## src/rtl/vga_timing_gen.sv

```systemverilog
// Raster timing generator: free-running horizontal/vertical counters plus
// registered blank, sync, line_end, frame_start and frame counter outputs.
// Every output is computed from the next counter values, so all of them
// change on the same edge as DrawX/DrawY.
module vga_timing_gen #(
  parameter int H_VISIBLE = 640,
  parameter int H_FRONT   = 16,
  parameter int H_SYNC    = 96,
  parameter int H_BACK    = 48,
  parameter int V_VISIBLE = 480,
  parameter int V_FRONT   = 10,
  parameter int V_SYNC    = 2,
  parameter int V_BACK    = 33,
  parameter int FCNT_W    = 8
) (
  input  logic              vga_clk,
  input  logic              reset_n,
  output logic [9:0]        DrawX,
  output logic [9:0]        DrawY,
  output logic              blank,
  output logic              hs,
  output logic              vs,
  output logic              line_end,
  output logic              frame_start,
  output logic [FCNT_W-1:0] frame_count
);

  localparam int H_TOTAL = H_VISIBLE + H_FRONT + H_SYNC + H_BACK;
  localparam int V_TOTAL = V_VISIBLE + V_FRONT + V_SYNC + V_BACK;

  // Boundaries held at counter width so every compare is 10-bit vs 10-bit.
  localparam logic [9:0] H_LAST     = 10'(H_TOTAL - 1);
  localparam logic [9:0] V_LAST     = 10'(V_TOTAL - 1);
  localparam logic [9:0] H_VIS_END  = 10'(H_VISIBLE);
  localparam logic [9:0] V_VIS_END  = 10'(V_VISIBLE);
  localparam logic [9:0] HS_START   = 10'(H_VISIBLE + H_FRONT);
  localparam logic [9:0] HS_END     = 10'(H_VISIBLE + H_FRONT + H_SYNC);
  localparam logic [9:0] VS_START   = 10'(V_VISIBLE + V_FRONT);
  localparam logic [9:0] VS_END     = 10'(V_VISIBLE + V_FRONT + V_SYNC);

  logic [9:0]        r_hCount;
  logic [9:0]        r_vCount;
  logic              r_blank;
  logic              r_hs;
  logic              r_vs;
  logic              r_lineEnd;
  logic              r_frameStart;
  logic [FCNT_W-1:0] r_frameCount;

  logic [9:0]        w_hNext;
  logic [9:0]        w_vNext;
  logic              w_hWrap;
  logic              w_frameWrap;
  logic              w_blankNext;
  logic              w_hsNext;
  logic              w_vsNext;
  logic              w_lineEndNext;

  // Next counter values; anything at or past its last value returns to 0,
  // and only a genuine (H_LAST, V_LAST) wrap counts as a new frame.
  always_comb begin
    w_hWrap     = (r_hCount >= H_LAST);
    w_frameWrap = (r_hCount == H_LAST) && (r_vCount == V_LAST);
    w_hNext     = w_hWrap ? 10'd0 : r_hCount + 10'd1;
    w_vNext     = r_vCount;
    if (r_vCount > V_LAST) begin
      w_vNext = 10'd0;
    end else if (w_hWrap) begin
      w_vNext = (r_vCount == V_LAST) ? 10'd0 : r_vCount + 10'd1;
    end
  end

  // Decode the next position so the registered flags line up with it.
  always_comb begin
    w_blankNext   = (w_hNext < H_VIS_END) && (w_vNext < V_VIS_END);
    w_hsNext      = !((w_hNext >= HS_START) && (w_hNext < HS_END));
    w_vsNext      = !((w_vNext >= VS_START) && (w_vNext < VS_END));
    w_lineEndNext = (w_hNext == H_LAST);
  end

  // Counter and output registers, cleared asynchronously to the (0,0) state.
  always_ff @(posedge vga_clk or negedge reset_n) begin
    if (!reset_n) begin
      r_hCount     <= '0;
      r_vCount     <= '0;
      r_blank      <= 1'b1;
      r_hs         <= 1'b1;
      r_vs         <= 1'b1;
      r_lineEnd    <= 1'b0;
      r_frameStart <= 1'b0;
      r_frameCount <= '0;
    end else begin
      r_hCount     <= w_hNext;
      r_vCount     <= w_vNext;
      r_blank      <= w_blankNext;
      r_hs         <= w_hsNext;
      r_vs         <= w_vsNext;
      r_lineEnd    <= w_lineEndNext;
      r_frameStart <= w_frameWrap;
      if (w_frameWrap) begin
        r_frameCount <= r_frameCount + 1'b1;
      end
    end
  end

  assign DrawX       = r_hCount;
  assign DrawY       = r_vCount;
  assign blank       = r_blank;
  assign hs          = r_hs;
  assign vs          = r_vs;
  assign line_end    = r_lineEnd;
  assign frame_start = r_frameStart;
  assign frame_count = r_frameCount;

endmodule

```

## config.mk

```make
export PLATFORM = sky130hd
export DESIGN_NAME = vga_timing_gen
export DESIGN_NICKNAME = d
export VERILOG_FILES = /design/src/rtl/vga_timing_gen.sv
export SDC_FILE = /design/constraint.sdc
export NUM_CORES = 1
export LEC_CHECK = 0
export CAP_MARGIN = 20
export CORE_ASPECT_RATIO = 0.7
export CORE_MARGIN = 2
export CORE_UTILIZATION = 40
export DETAILED_ROUTE_END_ITERATION = 7
export GPL_TIMING_DRIVEN = 1
export HOLD_SLACK_MARGIN = 0.08
export PLACE_DENSITY = 0.62
export SLEW_MARGIN = 20
export SYNTH_ARGS = -nofsm -noshare
export SYNTH_HDL_FRONTEND = slang
export SYNTH_SLANG_ARGS = --single-unit
```

## constraint.sdc

```tcl
create_clock -name vga_clk -period 2.4 [get_ports vga_clk]
set_input_delay 0.24 -clock vga_clk [delete_from_list [all_inputs] [get_ports vga_clk]]
set_output_delay 0.24 -clock vga_clk [all_outputs]
set_load 0.01 [all_outputs]
```

==> results.yml, run 1 <==
yosys:
  synth-async-reset-ratio_pct: 100
  yosys_warnings: 0
  synthSimpleGateAreaFrac_pct: 24.7
  synthXorXnorAreaFrac_pct: 6.26
  mappedNetlistNets: 201
  synth-seq-cells: 33
  post_synth.cell_area_avg_sq_um: 10.0
  synth_top_family_by_area: "simple AND/OR/NAND/NOR gates"
  syn_inst: 195
  synth_compound_area_share_pct: 18.6
  ys_seq_area_share_pct: 42.4
  synth.distinct_cells: 57
  synth_fa_ha_area_share_pct: 2.56
  synth.area.mux_share_pct: 0.575
  netlist_area_sq_um: 1960
  synth_edf_count: 0
  yosys_most_used_dff: "dfrtp_1"
cts:
  clockBufferDepth: 2
  clock-root-buffer: "clkbuf_8"
  htreeDepth: 2
  cts_hold_buffers: 0
  cts_sinks: 33
  cts_buffers: 5
  worstSkewPairLatency_ns: 0.29
  post_cts_resized: 0
  cts_tree: "done"
  post-cts-setup-buffers: 0
  clkTransAtPathRegs_ns: 0.08
power:
  p_leak_nw: 0.952
  ir_worst_vdd_mv: 0.203
  p_per_area_nw_per_um2: 411
final_layout:
  fillers: 441
  multiInputGateArea_sq_um: 1030
  area_growth_pct: 23.1
  final_nets: 234
  final_cell_mix: "clkdlybuf4s50_1 (34), dfrtp_1 (30), nor2_1 (18)"
  antenna_cells: 0
  ff_latch_area_sq_um: 830
  mostFrequentLayoutCell: "clkdlybuf4s50_1"
  final_layout_size_suffix_gt1_share_pct: 12.7
timing:
  finalSetupTns_ns: 0
  fin_ws_ns: 0.346
  finalHoldViolCount: 0
  period_minus_slack_ns: 2.05
  setup_viol: 0
  grt_setup_unrepaired: "no"
  final-max-slew-violation-count: 0
  relSlewSlack_pct: 68.0
  fin_skew_ns: 0.0108
  tightestPinTransition_ns: 0.480
  post-route-period-util_pct: 85.6
  fmax_ghz: 0.487
floorplan:
  ioPinCount: 35
  dieArea_sq_um: 5480
  die_w_microns: 87.6
  die_h_microns: 62.5
  initial_core_util_pct: 41.2
  fp-row-count: 21
  coreArea_sq_um: 4760
critical_path:
  worst_path_max_delay_cell: "dfrtp_1"
  worstPathMaxFanout: 13
  path_cells: "ha_1 > and4_1 > a31oi_4 > a21oi_2 > a2111oi_0 > a211oi_1"
  end_kind: "flop"
  crit_path_max_incr_delay_ns: 0.43
  start_kind: "flop"
  r2r_cells: 6
  worstSetupPathType: "reg2reg"
  crit_required_ns: 2.61
  cp.arrival_ns: 2.27
job:
  drv_cap: 0
detailed_routing:
  dr.pass1.iters: 5
  ant_nets: 0
  routedWlPerCell_microns: 14.9
  vias_per_cell: 5.50
  vias: 1639
  drt_wl_total_microns: 4430
  drc_errors: 0
  dr.first_iter.drc_count: 82
placement:
  portBuffers: 34
  gp_congestion: 0.842
  place_ws_ns: 0.357
  dpl.hpwl_microns: 3140
outcome:
  status: "completed"
global_routing:
  antenna_found_initial: 0
  globalRouteOverflowTotal: 0
  grt_pass1_wl_microns: 7580
  grt_pass1_vias: 1519
  grt_max_degree: 34
  grt_use_total_pct: 17.8
worst_hold_path:
  worst_hold_path_type: "in2async"
report_power, final:
group          internal [W]  total [W]  switching, W
registers          0.000556   0.000556             0
logic            0.00000249  0.0000133     0.0000108
clock network      0.000200   0.000421      0.000221
total              0.000759   0.000990      0.000231
final cells by class:
class                      instances  area share [%]
multi-input combinational        146            42.8
sequential                        33            34.4
timing repair buffer              36            14.7
tap                               69            3.58
clock buffer                       5            2.85
inverter                           6           0.934
clock inverter                     3           0.727
state kept, by name, summed over array words and instances, names as in the netlist:
signal       cells
DrawX           10
DrawY           10
frame_count      8
blank            1
frame_start      1
hs               1
line_end         1
vs               1
logic make-up after synthesis:
| logic type | Yosys count |
|---|---|
| flip-flops | 33 |
| AND/OR/NAND/NOR | 81 |
| buffers and inverters | 16 |
| adder cells (fa/ha/maj) | 4 |
| XOR/XNOR | 14 |
| AO/OA/AOI/OAI | 46 |
| multiplexers | 1 |
per-layer routing:
layer / global-route usage [%] / part of all wire [%] / wire length (microns) / up-vias
met2: 22.3 / 38 / 1680 / 51
met3: 4.23 / 6.0 / 268 / 7
met1: 29.0 / 54 / 2410 / 789
met4: 5.77 / 1.5 / 68 / 0
li1: - / - / - / 792
met5: 0 / 0 / 0 / -
through the flow:
step	hold WS (ns)	cells	power, W	util (%)	area [sq um]
floorplan	-0.0556	195	0.000567	-	1960
global placement	0.466	290	0.000581	48.9	2320
detailed placement	0.464	290	0.000581	48.9	2320
CTS	0.371	298	0.00100	50.7	2410
global route	0.412	298	0.00103	50.7	2410
finish	0.344	298	0.000990	50.7	2410
critical path: cells and delay by family (launching register included):
family                   cells  cell delay (ns)
AO/OA/AOI/OAI                4             0.95
flip-flops                   1             0.43
AND/OR/NAND/NOR              1             0.28
adder cells (fa/ha/maj)      1             0.30
synthesized netlist by cell type (3+ instances only):
cell | n | share of area [%]
nor3_1 | 3 | 0.77
o2111ai_1 | 4 | 1.8
buf_2 | 6 | 1.5
nand4_1 | 9 | 2.9
buf_6 | 4 | 2.3
ha_1 | 4 | 2.6
nand3_1 | 8 | 2.0
xor2_1 | 5 | 2.2
nand2_1 | 16 | 3.1
and3_1 | 4 | 1.3
xnor2_1 | 9 | 4.0
o211ai_1 | 3 | 1.2
dfrtp_1 | 30 | 38
nor2_1 | 18 | 3.5
and2_1 | 3 | 0.96
inv_1 | 6 | 1.2
a21oi_1 | 9 | 2.3
dfstp_2 | 3 | 4.0
a31oi_1 | 4 | 1.3
o21ai_0 | 4 | 1.0
final timing paths:
path / from / slack [ns] / to
setup / recovery: DrawX[0] / 0.35 / blank
hold / removal: reset_n / 0.34 / DrawY[5]
setup reg to reg: DrawX[0] / 0.35 / blank
hold reg to reg: frame_count[7] / 0.47 / frame_count[7]
max in group asynchronous: reset_n / 1.69 / hs
min in group vga_clk: frame_count[7] / 0.47 / frame_count[7]
(Power assumes the default switching activity.)
==> run 2, diff against run 1 <==
--- a/config.mk
+++ b/config.mk
@@ -7,4 +7,6 @@
 export LEC_CHECK = 0
 export CAP_MARGIN = 20
+export CELL_PAD_IN_SITES_DETAIL_PLACEMENT = 1
+export CELL_PAD_IN_SITES_GLOBAL_PLACEMENT = 1
 export CORE_ASPECT_RATIO = 0.7
 export CORE_MARGIN = 2
@@ -13,5 +15,5 @@
 export GPL_TIMING_DRIVEN = 1
 export HOLD_SLACK_MARGIN = 0.08
-export PLACE_DENSITY = 0.62
+export PLACE_DENSITY = 0.78
 export SLEW_MARGIN = 20
 export SYNTH_ARGS = -nofsm -noshare
==> constraint.sdc (replaced) <==
create_clock -name vga_clk -period 2.4 [get_ports vga_clk]
set_input_delay 0.48 -clock vga_clk [delete_from_list [all_inputs] [get_ports vga_clk]]
set_output_delay 0.48 -clock vga_clk [all_outputs]
set_load 0.01 [all_outputs]
==> run 2 against run 1 <==
  * Largest cell class unchanged
  * Sequential power hardly changed
  * Largest power group unchanged
  * Flip-flop and latch count stayed put
  * Via count increased by 0.85%
  * Core utilization is 0.79 points higher
  * Hold slack improved by 0.14 ns
  * First-iteration DRC count is 4.9% higher
  * Global-route usage rose by 2.7 points
  * Setup slack worse by 0.070 ns
  * Clock-buffer cell count is 2 higher
  * Final cell count up 1.0%
  * Total power up 4.2%
  * Critical path type unchanged
  * Combinational power barely moved
==> results.yml, run 2 (same netlist as run 1, synthesis figures left out) <==
timing:
  finalSetupTns_ns: 0
  final-max-slew-violation-count: 0
  tightestPinTransition_ns: 0.453
  fin_skew_ns: 0.00431
  post-route-period-util_pct: 88.5
  setup_viol: 0
  fmax_ghz: 0.471
  grt_setup_unrepaired: "no"
  period_minus_slack_ns: 2.12
  fin_ws_ns: 0.277
  finalHoldViolCount: 0
  relSlewSlack_pct: 69.8
final_layout:
  final_layout_size_suffix_gt1_share_pct: 13.8
  final_nets: 237
  antenna_cells: 0
  area_growth_pct: 25.0
  mostFrequentLayoutCell: "clkdlybuf4s50_1"
  final_cell_mix: "clkdlybuf4s50_1 (34), dfrtp_1 (30), nor2_1 (18)"
  fillers: 534
  layout.cells.non_filler: 301
placement:
  dpl.hpwl_microns: 3640
  place_ws_ns: 0.290
  portBuffers: 34
  dpl.cell_count: 293
  gp_congestion: 0.883
global_routing:
  grt_pass1_vias: 1664
  grt_max_degree: 34
  grt_pass1_wl_microns: 8640
  grt_use_total_pct: 20.4
  globalRouteOverflowTotal: 0
  antenna_found_initial: 0
cts:
  post_cts_resized: 0
  clock-root-buffer: "clkbuf_8"
  cts_hold_buffers: 0
  worstSkewPairLatency_ns: 0.28
  cts_sinks: 33
  clkTransAtPathRegs_ns: 0.07
  htreeDepth: 2
  post-cts-setup-buffers: 0
  clockBufferDepth: 2
  cts_buffers: 5
  cts_tree: "done"
detailed_routing:
  vias: 1653
  ant_nets: 0
  dr.pass1.iters: 4
  drt_wl_total_microns: 5030
  dr.first_iter.drc_count: 86
  drc_errors: 0
  vias_per_cell: 5.49
  routedWlPerCell_microns: 16.7
power:
  p_leak_nw: 0.978
  ir_worst_vdd_mv: 0.293
  p_per_area_nw_per_um2: 421
floorplan:
  coreArea_sq_um: 4760
  fp-row-count: 21
  die_h_microns: 62.5
  dieArea_sq_um: 5480
  ioPinCount: 35
  initial_core_util_pct: 41.2
  die_w_microns: 87.6
critical_path:
  cp.arrival_ns: 2.32
  r2r_end: "vs"
  r2r_cells: 6
  r2r_start: "DrawY[1]"
  start_kind: "flop"
  worstSetupPathType: "reg2reg"
  worstPathMaxFanout: 8
  reg2reg_slack_ns: 0.28
  end_kind: "flop"
  crit_required_ns: 2.60
worst_hold_path:
  hold_end: "frame_count[7]"
  worst_hold_path_type: "reg2reg"
  hold_depth: 1
  hp-start: "frame_count[7]"
outcome:
  status: "completed"
job:
  drv_cap: 0
[run 2: cell count changes in the layout (fill, tap and decap cells not counted)]
cell        previous run  this run
clkinv_2               2         1
buf_4                  2         5
clkinvlp_4             1         0
clkbuf_8               5         7
[run 2: report_power, final]
| group | leakage [nW] | internal (W) | switching, W |
|---|---|---|---|
| Combinational | 0.488 | 0.00000249 | 0.0000110 |
| Sequential | 0.436 | 0.000556 | 0 |
| Clock | 0.0542 | 0.000259 | 0.000203 |
| Total | 0.978 | 0.000818 | 0.000214 |
[run 2: through the flow]
| stage | hold WS (ns) | total power, W | util (%) | area, sq um |
|---|---|---|---|---|
| global route | 0.518 | 0.00108 | 51.5 | 2450 |
| CTS | 0.494 | 0.00105 | 51.5 | 2450 |
| finish | 0.481 | 0.00103 | 51.5 | 2450 |
| detailed placement | 0.481 | 0.000581 | 49.4 | 2350 |
| global placement | 0.463 | 0.000581 | 49.4 | 2350 |
| floorplan | 0.184 | 0.000567 | - | 1960 |
[run 2: area by class of cell]
type                       count  area [sq um]  area share [%]
multi-input combinational    146          1030            42.1
sequential                    33           830            33.9
timing repair buffer          39           378            15.4
clock buffer                   7          96.3            3.93
tap                           69          86.3            3.53
inverter                       6          22.5           0.920
clock inverter                 1          5.00           0.204
[run 2: how the worst max path moves through the flow]
stage               cells after the start  slack, ns     to  startpoint
detailed placement                      6       0.29     vs    DrawY[1]
global placement                        6       0.30     vs    DrawY[1]
floorplan                               6       0.53     vs    DrawY[1]
global route                            6       0.08     vs    DrawY[1]
CTS                                     6       0.25  blank    DrawX[0]
finish                                  6       0.28     vs    DrawY[1]
[run 2: per-layer routing]
| layer | share of wire (%) | track usage (%) |
|---|---|---|
| met1 | 53 | 32.9 |
| met2 | 42 | 27.5 |
| met3 | 4.7 | 5.28 |
| met4 | 0.34 | 3.46 |
| met5 | 0 | 0 |
[run 2: critical path, cell delays in order (launching register included)]
cell and delay [ns]:
dfrtp_1 0.48, ha_1 0.22, nand4_1 0.16, a2111oi_1 0.49, o211ai_1 0.18, a221oi_1 0.36
nand4_1 0.13
